[src/rtl/order_engine_pkg.sv]
// -----------------------------------------------------------------------------
// order_engine_pkg
// Shared definitions for the order decision engine: message field widths,
// message/side codes, the limit-table slot record and the price decision
// helper used by the decision stage.
// -----------------------------------------------------------------------------
package order_engine_pkg;

    localparam int unsigned TYPE_W  = 8;
    localparam int unsigned INST_W  = 24;
    localparam int unsigned PRICE_W = 32;
    localparam int unsigned DATA_W  = TYPE_W + INST_W + PRICE_W;

    localparam logic [TYPE_W-1:0] MSG_QUOTE = 8'h01;
    localparam logic [TYPE_W-1:0] SIDE_BUY  = 8'h10;
    localparam logic [TYPE_W-1:0] SIDE_SELL = 8'h11;

    typedef struct packed {
        logic               enable;
        logic [INST_W-1:0]  inst;
        logic [PRICE_W-1:0] buy_limit;
        logic [PRICE_W-1:0] sell_limit;
    } slot_t;

    typedef enum logic [1:0] {
        DEC_NONE,
        DEC_BUY,
        DEC_SELL
    } decision_e;

    // Buy takes precedence when both limits are crossed; equality never trades.
    function automatic decision_e price_decision(
        input logic [PRICE_W-1:0] price,
        input logic [PRICE_W-1:0] buy_limit,
        input logic [PRICE_W-1:0] sell_limit
    );
        if (price < buy_limit) begin
            return DEC_BUY;
        end else if (price > sell_limit) begin
            return DEC_SELL;
        end
        return DEC_NONE;
    endfunction

endpackage

[src/rtl/order_decision_engine_if.sv]
// -----------------------------------------------------------------------------
// order_decision_engine_if
// Quote input stream and order output stream of the order decision engine.
//   in_data/in_valid/in_ready    : quote stream into the engine
//   out_data/out_valid/out_ready : order stream out of the engine
// Modports: slave = engine side, master = feed/gateway side.
// -----------------------------------------------------------------------------
interface order_decision_engine_if;
    import order_engine_pkg::*;

    logic [DATA_W-1:0] in_data;
    logic              in_valid;
    logic              in_ready;
    logic [DATA_W-1:0] out_data;
    logic              out_valid;
    logic              out_ready;

    modport slave (
        input  in_data,
        input  in_valid,
        output in_ready,
        output out_data,
        output out_valid,
        input  out_ready
    );

    modport master (
        output in_data,
        output in_valid,
        input  in_ready,
        input  out_data,
        input  out_valid,
        output out_ready
    );

endinterface

[src/rtl/order_fifo.sv]
// -----------------------------------------------------------------------------
// order_fifo
// First-word-fall-through FIFO: rdata shows the head whenever empty=0.
// Ports:
//   clk, reset       : clock, asynchronous active-high reset
//   push, wdata      : write request and data
//   pop              : remove head (ignored when empty)
//   rdata            : head entry, zero when empty
//   full, empty      : occupancy flags
//   count            : current occupancy
// A push while full is accepted only when a pop happens in the same cycle.
// -----------------------------------------------------------------------------
module order_fifo #(
    parameter int unsigned DEPTH = 4,
    parameter int unsigned WIDTH = 64
) (
    input  logic                     clk,
    input  logic                     reset,
    input  logic                     push,
    input  logic [WIDTH-1:0]         wdata,
    input  logic                     pop,
    output logic [WIDTH-1:0]         rdata,
    output logic                     full,
    output logic                     empty,
    output logic [$clog2(DEPTH):0]   count
);

    localparam int unsigned PTR_W = $clog2(DEPTH);

    logic [WIDTH-1:0] mem_q [DEPTH];
    logic [PTR_W-1:0] wr_ptr_q;
    logic [PTR_W-1:0] rd_ptr_q;
    logic [PTR_W:0]   count_q;
    logic             do_push;
    logic             do_pop;

    assign empty   = (count_q == '0);
    assign full    = (count_q == (PTR_W+1)'(DEPTH));
    assign count   = count_q;
    assign do_pop  = pop && !empty;
    assign do_push = push && (!full || do_pop);
    assign rdata   = empty ? '0 : mem_q[rd_ptr_q];

    always_ff @(posedge clk) begin
        if (do_push) begin
            mem_q[wr_ptr_q] <= wdata;
        end
    end

    // Pointers wrap naturally because DEPTH is a power of two.
    always_ff @(posedge clk or posedge reset) begin
        if (reset) begin
            wr_ptr_q <= '0;
            rd_ptr_q <= '0;
            count_q  <= '0;
        end else begin
            if (do_push) begin
                wr_ptr_q <= wr_ptr_q + PTR_W'(1);
            end
            if (do_pop) begin
                rd_ptr_q <= rd_ptr_q + PTR_W'(1);
            end
            case ({do_push, do_pop})
                2'b10:   count_q <= count_q + (PTR_W+1)'(1);
                2'b01:   count_q <= count_q - (PTR_W+1)'(1);
                default: count_q <= count_q;
            endcase
        end
    end

endmodule

[src/rtl/order_decision_engine.sv]
// -----------------------------------------------------------------------------
// order_decision_engine
// Multi-instrument quote evaluator. Quotes are looked up in a programmable
// per-slot limit table; buy/sell candidate orders are queued in an output
// FIFO with credit-based backpressure on the quote input.
// Ports:
//   clk, reset        : clock, asynchronous active-high reset
//   bus (slave)       : quote stream in, order stream out
//   cfg_we/cfg_slot   : limit-table write strobe and target slot
//   cfg_inst          : instrument id for the slot
//   cfg_buy_limit     : buy when price < this
//   cfg_sell_limit    : sell when price > this
//   cfg_enable        : slot enable
//   order_count       : orders pushed into the FIFO (wraps)
// Pipeline: S1 register quote -> S2 register decision -> FIFO push.
// Optional feature macro: ORDER_ENGINE_COOLDOWN_EN (per-slot suppression
// window of COOLDOWN_CYC cycles after a slot emits an order).
// -----------------------------------------------------------------------------
module order_decision_engine
    import order_engine_pkg::*;
#(
    parameter int unsigned NUM_SLOTS    = 8,
    parameter int unsigned FIFO_DEPTH   = 4,
    parameter int unsigned COOLDOWN_CYC = 16
) (
    input  logic                          clk,
    input  logic                          reset,
    order_decision_engine_if.slave        bus,
    input  logic                          cfg_we,
    input  logic [$clog2(NUM_SLOTS)-1:0]  cfg_slot,
    input  logic [INST_W-1:0]             cfg_inst,
    input  logic [PRICE_W-1:0]            cfg_buy_limit,
    input  logic [PRICE_W-1:0]            cfg_sell_limit,
    input  logic                          cfg_enable,
    output logic [31:0]                   order_count
);

    localparam int unsigned SLOT_W = $clog2(NUM_SLOTS);
    localparam int unsigned CNT_W  = $clog2(FIFO_DEPTH) + 1;

    if ((NUM_SLOTS < 2) || ((NUM_SLOTS & (NUM_SLOTS - 1)) != 0)) begin : g_bad_slots
        $error("NUM_SLOTS must be a power of two >= 2");
    end
    if ((FIFO_DEPTH < 4) || ((FIFO_DEPTH & (FIFO_DEPTH - 1)) != 0)) begin : g_bad_depth
        $error("FIFO_DEPTH must be a power of two >= 4");
    end
    if (COOLDOWN_CYC < 1) begin : g_bad_cooldown
        $error("COOLDOWN_CYC must be >= 1");
    end

    slot_t               table_q [NUM_SLOTS];

    logic                s1_valid_q;
    logic [TYPE_W-1:0]   s1_type_q;
    logic [INST_W-1:0]   s1_inst_q;
    logic [PRICE_W-1:0]  s1_price_q;

    logic                s2_valid_q;
    logic                s2_valid_d;
    logic [DATA_W-1:0]   s2_data_q;
    logic [DATA_W-1:0]   s2_data_d;

    logic [31:0]         order_count_q;

    logic                match_found;
    logic [SLOT_W-1:0]   match_idx;
    decision_e           dec;
    logic                cooling;

    logic [CNT_W-1:0]    fifo_count;
    logic                fifo_full;
    logic                fifo_empty;
    logic                fifo_pop;
    logic [DATA_W-1:0]   fifo_rdata;
    logic [CNT_W:0]      credit_used;
    logic                accept;

    // Credits cover everything already committed downstream of the input so
    // the FIFO can never be asked to take an order it has no room for.
    assign credit_used  = {1'b0, fifo_count}
                        + (CNT_W+1)'(s1_valid_q)
                        + (CNT_W+1)'(s2_valid_q);
    assign bus.in_ready = !reset && (credit_used < (CNT_W+1)'(FIFO_DEPTH));
    assign accept       = bus.in_valid && bus.in_ready;

    // ---------------------------------------------------------------- table
    always_ff @(posedge clk or posedge reset) begin
        if (reset) begin
            for (int unsigned i = 0; i < NUM_SLOTS; i++) begin
                table_q[i] <= '0;
            end
        end else if (cfg_we) begin
            table_q[cfg_slot] <= '{enable:     cfg_enable,
                                   inst:       cfg_inst,
                                   buy_limit:  cfg_buy_limit,
                                   sell_limit: cfg_sell_limit};
        end
    end

    // ------------------------------------------------------------------- S1
    always_ff @(posedge clk or posedge reset) begin
        if (reset) begin
            s1_valid_q <= 1'b0;
            s1_type_q  <= '0;
            s1_inst_q  <= '0;
            s1_price_q <= '0;
        end else begin
            s1_valid_q <= accept;
            if (accept) begin
                s1_type_q  <= bus.in_data[DATA_W-1 -: TYPE_W];
                s1_inst_q  <= bus.in_data[PRICE_W +: INST_W];
                s1_price_q <= bus.in_data[PRICE_W-1:0];
            end
        end
    end

    // Lowest-index enabled slot with a matching instrument wins.
    always_comb begin
        match_found = 1'b0;
        match_idx   = '0;
        for (int unsigned i = 0; i < NUM_SLOTS; i++) begin
            if (!match_found && table_q[i].enable && (table_q[i].inst == s1_inst_q)) begin
                match_found = 1'b1;
                match_idx   = SLOT_W'(i);
            end
        end
    end

    // ------------------------------------------------------------- cooldown
`ifdef ORDER_ENGINE_COOLDOWN_EN
    localparam int unsigned CD_W = $clog2(COOLDOWN_CYC + 1);

    logic [CD_W-1:0] cool_q [NUM_SLOTS];

    assign cooling = (cool_q[match_idx] != '0);

    // A cfg write to a slot wins over a load in the same cycle.
    always_ff @(posedge clk or posedge reset) begin
        if (reset) begin
            for (int unsigned i = 0; i < NUM_SLOTS; i++) begin
                cool_q[i] <= '0;
            end
        end else begin
            for (int unsigned i = 0; i < NUM_SLOTS; i++) begin
                if (cfg_we && (cfg_slot == SLOT_W'(i))) begin
                    cool_q[i] <= '0;
                end else if (s2_valid_d && (match_idx == SLOT_W'(i))) begin
                    cool_q[i] <= CD_W'(COOLDOWN_CYC);
                end else if (cool_q[i] != '0) begin
                    cool_q[i] <= cool_q[i] - CD_W'(1);
                end
            end
        end
    end
`else
    assign cooling = 1'b0;
`endif

    // ------------------------------------------------------------------- S2
    always_comb begin
        dec        = price_decision(s1_price_q,
                                    table_q[match_idx].buy_limit,
                                    table_q[match_idx].sell_limit);
        s2_valid_d = s1_valid_q
                  && (s1_type_q == MSG_QUOTE)
                  && match_found
                  && (dec != DEC_NONE)
                  && !cooling;
        s2_data_d  = {(dec == DEC_BUY) ? SIDE_BUY : SIDE_SELL, s1_inst_q, s1_price_q};
    end

    always_ff @(posedge clk or posedge reset) begin
        if (reset) begin
            s2_valid_q <= 1'b0;
            s2_data_q  <= '0;
        end else begin
            s2_valid_q <= s2_valid_d;
            if (s2_valid_d) begin
                s2_data_q <= s2_data_d;
            end
        end
    end

    // ----------------------------------------------------------------- FIFO
    assign fifo_pop = !fifo_empty && bus.out_ready;

    order_fifo #(
        .DEPTH (FIFO_DEPTH),
        .WIDTH (DATA_W)
    ) u_fifo (
        .clk   (clk),
        .reset (reset),
        .push  (s2_valid_q),
        .wdata (s2_data_q),
        .pop   (fifo_pop),
        .rdata (fifo_rdata),
        .full  (fifo_full),
        .empty (fifo_empty),
        .count (fifo_count)
    );

    assign bus.out_data  = fifo_rdata;
    assign bus.out_valid = !fifo_empty;

    always_ff @(posedge clk or posedge reset) begin
        if (reset) begin
            order_count_q <= '0;
        end else if (s2_valid_q && (!fifo_full || fifo_pop)) begin
            order_count_q <= order_count_q + 32'd1;
        end
    end

    assign order_count = order_count_q;

endmodule
[src/flat_wrapper.sv]
// flat-port wrapper written by rule: the top's interface ports become plain ports
module order_decision_engine_flat import order_engine_pkg::*;
#(
    parameter int unsigned NUM_SLOTS    = 8,
    parameter int unsigned FIFO_DEPTH   = 4,
    parameter int unsigned COOLDOWN_CYC = 16
)
  (clk, reset, cfg_we, cfg_slot, cfg_inst, cfg_buy_limit, cfg_sell_limit, cfg_enable, order_count, bus_in_data, bus_in_valid, bus_in_ready, bus_out_data, bus_out_valid, bus_out_ready);
  order_decision_engine_if bus_i ();
  input  logic clk;
  input  logic reset;
  input  logic cfg_we;
  input  logic [$clog2(NUM_SLOTS)-1:0] cfg_slot;
  input  logic [INST_W-1:0] cfg_inst;
  input  logic [PRICE_W-1:0] cfg_buy_limit;
  input  logic [PRICE_W-1:0] cfg_sell_limit;
  input  logic cfg_enable;
  output logic [31:0] order_count;
  input wire logic [$bits(bus_i.in_data)-1:0] bus_in_data;
  input wire logic [$bits(bus_i.in_valid)-1:0] bus_in_valid;
  output wire logic [$bits(bus_i.in_ready)-1:0] bus_in_ready;
  output wire logic [$bits(bus_i.out_data)-1:0] bus_out_data;
  output wire logic [$bits(bus_i.out_valid)-1:0] bus_out_valid;
  input wire logic [$bits(bus_i.out_ready)-1:0] bus_out_ready;
  assign bus_i.in_data = bus_in_data;
  assign bus_i.in_valid = bus_in_valid;
  assign bus_in_ready = bus_i.in_ready;
  assign bus_out_data = bus_i.out_data;
  assign bus_out_valid = bus_i.out_valid;
  assign bus_i.out_ready = bus_out_ready;
  order_decision_engine #(.NUM_SLOTS(NUM_SLOTS), .FIFO_DEPTH(FIFO_DEPTH), .COOLDOWN_CYC(COOLDOWN_CYC)) u_core (.clk(clk), .reset(reset), .bus(bus_i), .cfg_we(cfg_we), .cfg_slot(cfg_slot), .cfg_inst(cfg_inst), .cfg_buy_limit(cfg_buy_limit), .cfg_sell_limit(cfg_sell_limit), .cfg_enable(cfg_enable), .order_count(order_count));
endmodule
[config.mk]
export PLATFORM = sky130hd
export DESIGN_NAME = order_decision_engine_flat
export DESIGN_NICKNAME = d
export VERILOG_FILES = /design/src/rtl/order_engine_pkg.sv /design/src/rtl/order_decision_engine_if.sv /design/src/rtl/order_fifo.sv /design/src/rtl/order_decision_engine.sv /design/src/flat_wrapper.sv
export SDC_FILE = /design/constraint.sdc
export NUM_CORES = 2
export LEC_CHECK = 0
export CORE_MARGIN = 10
export CORE_UTILIZATION = 57
export CTS_BUF_LIST = sky130_fd_sc_hd__clkbuf_8
export DETAILED_ROUTE_END_ITERATION = 8
export GPL_TIMING_DRIVEN = 0
export PLACE_DENSITY = 0.78
export SYNTH_ARGS = -nofsm -noshare
export SYNTH_HDL_FRONTEND = slang
export SYNTH_HIERARCHICAL = 1
export SYNTH_SLANG_ARGS = --single-unit
[constraint.sdc]
create_clock -name clk -period 31.7 [get_ports clk]
set_clock_uncertainty 0.1 [all_clocks]
set_input_delay 9.51 -clock clk [delete_from_list [all_inputs] [get_ports clk]]
set_output_delay 9.51 -clock clk [all_outputs]
set_load 0.005 [all_outputs]
==> results.json <==
{
  "finalSetupTns_ns": 0,
  "die_area_sq_um": 102000,
  "synth_area_leaders": "dfrtp_1 43%, mux2_2 19%, edfxtp_1 15%, mux4_2 2.8%, mux2i_1 2.5%",
  "final_area_sq_um": 59800,
  "rsz0062_at_grt": "no",
  "power.leakage_nw": 25.3,
  "drt-initial-drc-count": 3160,
  "synth_area_per_cell_sq_um": 13.9,
  "synth-seq-area-share_pct": 57.6,
  "cts_hold_buf": 0,
  "die_w_um": 320,
  "postCtsSetupBuffers": 0,
  "io_buffer_count": 254,
  "setup_viol": 0,
  "vias": 33000,
  "cts_made_buffers": 184,
  "slew_viol_final": 0,
  "critPathRequiredTime_ns": 22.09,
  "power_density_nw_per_um2": 71.5,
  "crit_fanout": 3,
  "synth_top_area_cell": "dfrtp_1",
  "die_h_um": 320,
  "cts-resized-gates": 0,
  "io_pins": 259,
  "start_util_pct": 57.2,
  "dpl_cell_area_sq_um": 56100,
  "peakVddDrop_uv": 45.9,
  "grt_pass1_vias": 33900,
  "worst_hold_path_type": "reg2reg",
  "status": "complete, no violations",
  "wirelength_mm": 141,
  "dp_hpwl_mm": 97.2,
  "synth_edf_count": 256,
  "ant_nets": 0,
  "combPwrFrac_pct": 26.5,
  "grt_max_degree": 44,
  "firstDrtPassIters": 7,
  "ys_seq_elements": 1131,
  "core_sq_um": 89700,
  "finalPower_mw": 4.27,
  "slew_headroom_pct": 18.6,
  "clock_latency_ns": 0.86,
  "cts_max_level": 4,
  "pwr-share-seq_pct": 44.1,
  "overflow": 0,
  "final_layout_size_suffix_gt1_share_pct": 30.5,
  "grtUsageTotal_pct": 27.3,
  "cts.sinks": 1131,
  "antenna_found_initial": 17,
  "cap_viol_max_count": 0,
  "grt_pass1_wl_mm": 212,
  "wire_per_inst_um": 25.6,
  "power_switching_mw": 1.32,
  "finalHoldViolCount": 0,
  "nNetsFinal": 4419,
  "yosysTopAreaCellShare_pct": 42.7,
  "worstMarginPinSlew_ns": 1.21,
  "clk_path_buf_depth": 3,
  "syn_inst": 3694,
  "area_growth_pct": 16.4,
  "swShare_pct": 31.0,
  "drc_errors": 0,
  "synth_area_sq_um": 51300,
  "internal_power_mw": 2.95,
  "gp_congestion": 0.915,
  "post-route-period-util_pct": 64.8,
  "fmaxAchievable_mhz": 48.7,
  "layout_common_cells": "875 x dfrtp_1, 863 x mux2_2, 256 x edfxtp_1, 254 x clkdlybuf4s50_1, 237 x nand2_1",
  "worstSetupPathType": "in2out",
  "period_minus_slack_ns": 20.53,
  "cts_tree": "done",
  "cts_root_buf": "clkbuf_8",
  "synthFlopType": "dfrtp_1",
  "synth_warnings": 6,
  "cts.reportedPaths.clkPinSlew_ns": 0.06,
  "clkPwrFrac_pct": 29.4,
  "layout_commonest_cell": "dfrtp_1",
  "rows": 110,
  "endpoint_kind": "primary output",
  "crit_arrival_ns": 10.92,
  "vias_per_cell": 5.98,
  "crit_path_start_kind": "primary input",
  "ys_async_sr_fraction_pct": 77.4,
  "synth.distinct_cells": 65
}
-- state kept, by name, indices dropped and copies added (netlist names) --
register and flops:
u_core/s2_data_q 58, u_core/s2_valid_q 1, u_core/u_fifo/mem_q 256, u_core/u_fifo/wr_ptr_q 2
u_core/s1_price_q 32, u_core/u_fifo/count 3, u_core/table_q 712, u_core/s1_inst_q 24
u_core/order_count 32, u_core/u_fifo/rd_ptr_q 2, u_core/s1_type_q 8, u_core/s1_valid_q 1
-- cell type report --
class                           instances  area (sq um)
Clock buffer                          220          3030
Fill cell                            6469         30000
Sequential cell                      1131         29600
Multi-Input combinational cell       2352         20800
Tap cell                             1176          1470
Antenna cell                            3          7.51
Timing Repair Buffer                  285          3150
Clock inverter                        116           679
Buffer                                214           950
Inverter                               20          78.8
-- per-layer routing --
| layer | share of wire, % | track usage (%) | up-vias | wire (um) |
|---|---|---|---|---|
| li1 | - | - | 14400 | - |
| met1 | 42 | 36.6 | 17100 | 59200 |
| met5 | 0.11 | 0 | - | 154 |
| met3 | 8.0 | 6.92 | 299 | 11300 |
| met2 | 47 | 42.9 | 1258 | 65700 |
| met4 | 3.4 | 9.86 | 24 | 4800 |
-- kinds of logic (layout without fill, tap and decap cells) --
family,count (synthesis),count (layout),synth area share [%]
flip-flops,1131,1131,57.6
multiplexers,1083,1083,25.1
AND/OR/NAND/NOR,671,671,6.40
AO/OA/AOI/OAI,276,276,3.29
buffers and inverters,234,855,2.00
XOR/XNOR,228,228,3.89
adder cells (fa/ha/maj),70,70,1.72
other,1,27,0.00730
-- critical path: stages --
cell             delay [ns]
clkdlybuf4s50_1        0.49
a211oi_1               0.35
clkdlybuf4s50_1        0.57
-- final timing paths --
kind,from,end,slack [ns],cells after the start
max,reset,bus_in_ready,11.17,3
min,u_core/s1_type_q[6],u_core/s1_type_q[6],0.37,2
max reg2reg,u_core/s1_inst_q[4],u_core/s2_data_q[17],23.16,24
min reg2reg,u_core/s1_type_q[6],u_core/s1_type_q[6],0.37,2
max in group asynchronous,reset,u_core/table_q[379],20.61,8
min in group asynchronous,reset,u_core/u_fifo/count[0],8.92,2
-- per-stage QoR --
step                      instances  hold slack [ns]  utilization, %  setup WS [ns]
after detailed placement       5178            0.358            62.5          11.18
final                          5517            0.375            66.6          11.17
after global routing           5517            0.393            66.6          11.08
after floorplan                3717            0.337               -          10.16
after CTS                      5514            0.373            66.6          11.16
after global placement         5147            0.352            61.8           4.85
-- synthesized netlist by cell type (18+ instances only) --
library cell    n
dfrtp_1       875
mux2_4         30
buf_2          51
a21oi_1       145
xor2_1        104
mux4_2         64
a211oi_1       66
nor2_1        142
nand4_1        66
nand2_1       237
inv_1          20
xnor2_1       124
nand3_1        26
ha_1           69
buf_1          22
nor4_1         32
mux2_2        863
nor3_1         21
edfxtp_1      256
clkbuf_1      129
o21ai_0        18
and2_1         65
mux2i_1       126
-- power by group through the flow --
| stage | logic (mW) | clock network, mW | registers, mW |
|---|---|---|---|
| floorplan | 0.741 | 0 | 1.84 |
| global placement | 1.09 | 0 | 1.90 |
| detailed placement | 1.12 | 0 | 1.90 |
| CTS | 1.13 | 1.28 | 1.88 |
| global route | 1.23 | 1.35 | 1.90 |
| finish | 1.13 | 1.26 | 1.88 |
Power figures use the tool's default switching activity.
